**src/rtl/fifo_rptr_empty_if.sv**
```systemverilog
// Read-side port bundle of the async FIFO: pop request, synchronised-in write pointer, read status.
// ralmost_empty exists only when FIFO_ALMOST_EMPTY_EN is defined.
interface fifo_rptr_empty_if #(
    parameter int unsigned ADDRSIZE = 4
);
    logic                rinc;
    logic [ADDRSIZE:0]   wptr;
    logic [ADDRSIZE-1:0] raddr;
    logic [ADDRSIZE:0]   rptr;
    logic                rempty;
    logic [ADDRSIZE:0]   rlevel;
`ifdef FIFO_ALMOST_EMPTY_EN
    logic                ralmost_empty;
`endif

`ifdef FIFO_ALMOST_EMPTY_EN
    modport master (output rinc, wptr, input raddr, rptr, rempty, rlevel, ralmost_empty);
    modport slave  (input rinc, wptr, output raddr, rptr, rempty, rlevel, ralmost_empty);
`else
    modport master (output rinc, wptr, input raddr, rptr, rempty, rlevel);
    modport slave  (input rinc, wptr, output raddr, rptr, rempty, rlevel);
`endif
endinterface

```
**src/rtl/fifo_rptr_empty.sv**
```systemverilog
// Async FIFO read-side controller: binary/Gray read pointer, wptr synchroniser, registered empty and level.
// Optional almost-empty flag enabled by defining FIFO_ALMOST_EMPTY_EN (AE_THRESH used only then).
module fifo_rptr_empty #(
    parameter int unsigned ADDRSIZE  = 4,
    parameter int unsigned AE_THRESH = 2
) (
    input  logic               rclk,
    input  logic               rrst_n,
    fifo_rptr_empty_if.slave   bus
);
    localparam int unsigned PW = ADDRSIZE + 1;

    logic [PW-1:0] r_rbin;
    logic [PW-1:0] r_rptr;
    logic [PW-1:0] r_wq1;
    logic [PW-1:0] r_wq2;
    logic [PW-1:0] r_rlevel;
    logic          r_rempty;

    logic          w_pop;
    logic [PW-1:0] w_rbin_next;
    logic [PW-1:0] w_rgray_next;
    logic [PW-1:0] w_wbin;
    logic [PW-1:0] w_rlevel_next;

    always_comb begin
        w_pop        = bus.rinc & ~r_rempty;
        w_rbin_next  = r_rbin + {{ADDRSIZE{1'b0}}, w_pop};
        w_rgray_next = (w_rbin_next >> 1) ^ w_rbin_next;
        // Gray-to-binary: each binary bit is the XOR of all Gray bits at or above it
        w_wbin = '0;
        for (int unsigned i = 0; i < PW; i++) begin
            w_wbin[i] = ^(r_wq2 >> i);
        end
        w_rlevel_next = w_wbin - w_rbin_next;
    end

`ifdef FIFO_ALMOST_EMPTY_EN
    logic r_ralmost_empty;
    logic w_ae_next;

    always_comb begin
        w_ae_next = (w_rlevel_next <= PW'(AE_THRESH));
    end

    always_ff @(posedge rclk or negedge rrst_n) begin
        if (!rrst_n) begin
            r_ralmost_empty <= 1'b1;
        end else begin
            r_ralmost_empty <= w_ae_next;
        end
    end

    assign bus.ralmost_empty = r_ralmost_empty;
`endif

    always_ff @(posedge rclk or negedge rrst_n) begin
        if (!rrst_n) begin
            r_rbin   <= '0;
            r_rptr   <= '0;
            r_wq1    <= '0;
            r_wq2    <= '0;
            r_rempty <= 1'b1;
            r_rlevel <= '0;
        end else begin
            r_wq1    <= bus.wptr;
            r_wq2    <= r_wq1;
            r_rbin   <= w_rbin_next;
            r_rptr   <= w_rgray_next;
            // Compared against next pointer so popping the last word flags empty on the same edge
            r_rempty <= (w_rgray_next == r_wq2);
            r_rlevel <= w_rlevel_next;
        end
    end

    assign bus.raddr  = r_rbin[ADDRSIZE-1:0];
    assign bus.rptr   = r_rptr;
    assign bus.rempty = r_rempty;
    assign bus.rlevel = r_rlevel;
endmodule

```
**src/flat_wrapper.sv**
```systemverilog
// flat-port wrapper written by rule: the top's interface ports become plain ports
module fifo_rptr_empty_flat 
#(
    parameter int unsigned ADDRSIZE  = 4,
    parameter int unsigned AE_THRESH = 2
)
  (rclk, rrst_n, bus_rinc, bus_wptr, bus_raddr, bus_rptr, bus_rempty, bus_rlevel);
  fifo_rptr_empty_if #(.ADDRSIZE(ADDRSIZE)) bus_i ();
  input  logic rclk;
  input  logic rrst_n;
  input wire logic [$bits(bus_i.rinc)-1:0] bus_rinc;
  input wire logic [$bits(bus_i.wptr)-1:0] bus_wptr;
  output wire logic [$bits(bus_i.raddr)-1:0] bus_raddr;
  output wire logic [$bits(bus_i.rptr)-1:0] bus_rptr;
  output wire logic [$bits(bus_i.rempty)-1:0] bus_rempty;
  output wire logic [$bits(bus_i.rlevel)-1:0] bus_rlevel;
  assign bus_i.rinc = bus_rinc;
  assign bus_i.wptr = bus_wptr;
  assign bus_raddr = bus_i.raddr;
  assign bus_rptr = bus_i.rptr;
  assign bus_rempty = bus_i.rempty;
  assign bus_rlevel = bus_i.rlevel;
  fifo_rptr_empty #(.ADDRSIZE(ADDRSIZE), .AE_THRESH(AE_THRESH)) u_core (.rclk(rclk), .rrst_n(rrst_n), .bus(bus_i));
endmodule
```
**config.mk**
```make
export PLATFORM = sky130hd
export DESIGN_NAME = fifo_rptr_empty_flat
export DESIGN_NICKNAME = d
export VERILOG_FILES = /design/src/rtl/fifo_rptr_empty_if.sv /design/src/rtl/fifo_rptr_empty.sv /design/src/flat_wrapper.sv
export SDC_FILE = /design/constraint.sdc
export NUM_CORES = 1
export LEC_CHECK = 0
export BUFFER_PORTS_ARGS = -buffer_cell sky130_fd_sc_hd__buf_2
export CAP_MARGIN = 20
export CORE_ASPECT_RATIO = 0.8
export CORE_MARGIN = 10
export CORE_UTILIZATION = 47
export CTS_CLUSTER_SIZE = 8
export DETAILED_ROUTE_END_ITERATION = 10
export PLACE_DENSITY = 0.73
export SLEW_MARGIN = 25
export SYNTH_ARGS = -nofsm -noshare
export SYNTH_HDL_FRONTEND = slang
export SYNTH_SLANG_ARGS = --single-unit
```
**constraint.sdc**
```tcl
create_clock -name rclk -period 2.3 [get_ports rclk]
set_input_delay 0.23 -clock rclk [delete_from_list [all_inputs] [get_ports rclk]]
set_output_delay 0.23 -clock rclk [all_outputs]
set_load 0.02 [all_outputs]
```
==> results.py <==
metrics = {
    "die": {
        "initial_core_util": 0.4933,
        "die-area_um2": 4581,
        "row_count": 15,
        "io_pins": 23,
        "die_h_um": 62.57,
        "die_x_um": 73.22,
        "fp.coreArea_um2": 2158,
    },
    "placement": {
        "port_buffers": 22,
        "dp_cells": 129,
        "pre_cts_slack_ps": -97.42,
        "placed_cell_area_um2": 1266,
        "dp_hpwl_um": 1436,
        "gp_congestion": 0.7496,
    },
    "sta": {
        "slew_headroom": 0.6359,
        "period_minus_slack_ps": 2400,
        "skew_ps": 3.885,
        "slew_violations": 0,
        "layout_setup_ws_ps": -99.68,
        "holdWs_ps": 364.1,
        "finalSetupViolCount": 1,
        "rsz0062_at_grt": "true",
        "fmax_ghz": 0.4167,
        "final_hold_viol_count": 0,
        "finalCritPeriodShare": 1.043,
        "tightest_slew_ps": 546.2,
    },
    "hold_path": {
        "min_from": "u_core.r_wq1[0]$_DFF_PN0_",
        "hold_class": "flip-flop to flip-flop",
        "whs_endpoint": "u_core.r_wq2[0]$_DFF_PN0_",
        "worstHoldPathCells": 0,
    },
    "global_route": {
        "grt_max_degree": 26,
        "antenna_found_initial": 0,
        "grt_util_all_layers": 0.09233,
        "grt_first_pass_wirelength_um": 3381,
        "grt-ovfl-total": 0,
        "grt_pass1_vias": 712,
    },
    "clock_network": {
        "cts_root_buffer": "clkbuf_4",
        "numCtsBuffers": 3,
        "cts.clk_slew.worst_paths_ps": 130,
        "htreeDepth": 1,
        "clock_latency_ps": 320,
        "cts_buffer_depth": 2,
        "cts_tree": "built",
        "clock-sinks": 25,
    },
    "final_layout": {
        "instances_no_fill": 143,
        "fillers": 160,
        "num_antenna_cells": 0,
        "nets": 133,
        "syn2layout_area_growth_pct": 30.91,
        "layout_common_cells": "24 x dfrtp_1, 22 x buf_2, 11 x xnor2_1",
        "regArea_um2": 626.9,
        "layout_commonest_cell": "dfrtp_1",
        "stdcell_area_um2": 1394,
        "layout-drive-gt1-share": 0.3644,
        "multi_input_area_um2": 452.9,
    },
    "status": {
        "outcome": "complete, but fails checks",
        "violations": "negative setup slack",
    },
    "worst_setup_path": {
        "critical_path_peak_fanout": 2,
        "critPathCaptureType": "flip-flop",
        "worstPathArrival_ps": 2650,
        "path_class": "flip-flop to flip-flop",
        "start_kind": "flip-flop",
        "worstReg2RegStart": "u_core.r_wq2[4]$_DFF_PN0_",
        "r2r_cells": 10,
        "r2r_slack_ps": -100,
        "critPathRequiredTime_ps": 2550,
        "r2r-end": "u_core.bus.rlevel[4]$_DFF_PN0_",
    },
    "power": {
        "peakVddDrop_mv": 0.9718,
        "p_switching_uw": 874.9,
        "internal_power_mw": 1.213,
        "swShare": 0.4190,
        "power_density_nw_per_um2": 1498,
        "clkPwrFrac": 0.093,
        "combPwrFrac": 0.574,
        "power.leakage_nw": 0.6680,
        "seq_power_share": 0.333,
    },
    "synth": {
        "synth-seq-cells": 25,
        "yosys_warnings": 0,
        "yosysUniqueCellTypes": 24,
        "synth.avg_cell_area_um2": 13.83,
        "synth_nets": 91,
        "synth_cells": 77,
        "synthesis.area_um2": 1065,
        "ys_seq_area_frac": 0.5887,
    },
    "detailed_routing": {
        "drt_wl_total_um": 1968,
        "via_count": 677,
        "viasPerCell": 4.734,
        "ant_nets": 0,
        "post-route-drc-count": 0,
        "drt_first_pass_iters": 4,
        "wl_per_cell_um": 13.76,
        "drt_iter0_drc": 22,
    },
    "flow_run": {
        "cap_violations": 0,
    },
}
[through the flow]
step	power (mW)	util	TNS [ps]
2_1_floorplan	1.540	-	-55.73
3_3_place_gp	1.862	0.5867	0
3_5_place_dp	1.889	0.5867	-97.42
4_1_cts	2.118	0.6423	-84.54
5_1_grt	2.276	0.6458	-196.2
6_report	2.088	0.6458	-99.68
[Yosys cell counts]
cell type | n | area [um2]
dfrtp_1 | 24 | 600.6
nor2b_1 | 1 | 6.260
maj3_1 | 1 | 10.01
dfstp_2 | 1 | 26.28
a211oi_2 | 1 | 12.51
inv_1 | 4 | 15.01
nand3_1 | 2 | 10.01
nand2_1 | 1 | 3.750
xnor3_1 | 1 | 22.52
nor2_1 | 2 | 7.510
mux2i_1 | 1 | 10.01
or3_1 | 1 | 6.260
a21boi_0 | 2 | 15.01
o21ai_0 | 1 | 5.000
xor2_1 | 7 | 61.31
xnor2_1 | 14 | 122.6
and2_1 | 1 | 6.260
and4b_1 | 1 | 10.01
o21a_1 | 1 | 7.510
a21o_1 | 1 | 7.510
a21oi_1 | 2 | 10.01
ha_1 | 5 | 62.56
fa_1 | 1 | 20.02
a31oi_1 | 1 | 6.260
[what timing repair did]
action,in CTS,in global routing
hold buffers,6,0
endpoints found under the setup margin,1,1
gates resized for setup,1,0
setup buffers,3,1
endpoints found under the hold margin,29,0
pin swaps,4,4
[state kept, by name, indices dropped and copies added (netlist names)]
| name | flops |
|---|---|
| u_core.bus.rempty | 1 |
| u_core.r_wq2 | 5 |
| u_core.r_wq1 | 5 |
| u_core.bus.rlevel | 5 |
| u_core.bus.rptr | 4 |
| u_core.r_rbin | 5 |
[kinds of logic (layout without fill, tap and decap cells)]
| kind of cell | Yosys count | count (layout) | synth area share |
|---|---|---|---|
| compound gates | 9 | 9 | 0.05993 |
| xor+xnor | 22 | 22 | 0.1939 |
| fa+ha+maj | 7 | 7 | 0.08696 |
| buf+inv | 4 | 45 | 0.01410 |
| flops | 25 | 25 | 0.5887 |
| mux | 1 | 1 | 0.009401 |
| simple gates | 9 | 9 | 0.04701 |
[area by class of cell]
cell class              count  share of cell area
clock buffers               3             0.01616
clock inverters             1            0.005386
inverters                   4             0.01077
multi-input cells          48              0.3250
flip-flops and latches     25              0.4497
well taps                  25             0.02244
repair buffers             37              0.1706
[power groups by stage]
stage	logic (mW)	registers, mW	clock network, mW
2_1_floorplan	0.672	0.869	0
3_3_place_gp	1.16	0.701	0
3_5_place_dp	1.19	0.702	0
4_1_cts	1.21	0.695	0.210
5_1_grt	1.33	0.714	0.235
6_report	1.20	0.694	0.195
[routing by layer]
| layer | wire [um] | track usage | up-vias |
|---|---|---|---|
| li1 | - | - | 335 |
| met4 | 14 | 0.02133 | 0 |
| met2 | 857 | 0.1373 | 23 |
| met1 | 908 | 0.1127 | 317 |
| met3 | 188 | 0.05079 | 2 |
| met5 | 0 | 0 | - |
[worst max-delay path, stage by stage, from the launching register on]
cell     delay [ps]
dfrtp_1         440
xnor2_2         240
xnor2_2         170
xor2_1          240
xnor2_1         160
ha_1            180
inv_1            70
fa_2            360
a21oi_2         140
maj3_2          210
xnor2_1         110
[how the worst max path moves through the flow]
stage,from,end,depth (start not counted)
after detailed placement,u_core.r_wq2[4]$_DFF_PN0_,u_core.bus.rlevel[4]$_DFF_PN0_,10
after floorplan,u_core.r_wq2[4]$_DFF_PN0_,u_core.bus.rlevel[4]$_DFF_PN0_,10
after global routing,u_core.r_wq2[4]$_DFF_PN0_,u_core.bus.rlevel[4]$_DFF_PN0_,10
after CTS,u_core.r_wq2[3]$_DFF_PN0_,u_core.bus.rlevel[4]$_DFF_PN0_,10
final,u_core.r_wq2[4]$_DFF_PN0_,u_core.bus.rlevel[4]$_DFF_PN0_,10
after global placement,u_core.r_wq2[4]$_DFF_PN0_,u_core.bus.rlevel[4]$_DFF_PN0_,10
Note: power is estimated with default switching activity, not from simulation.
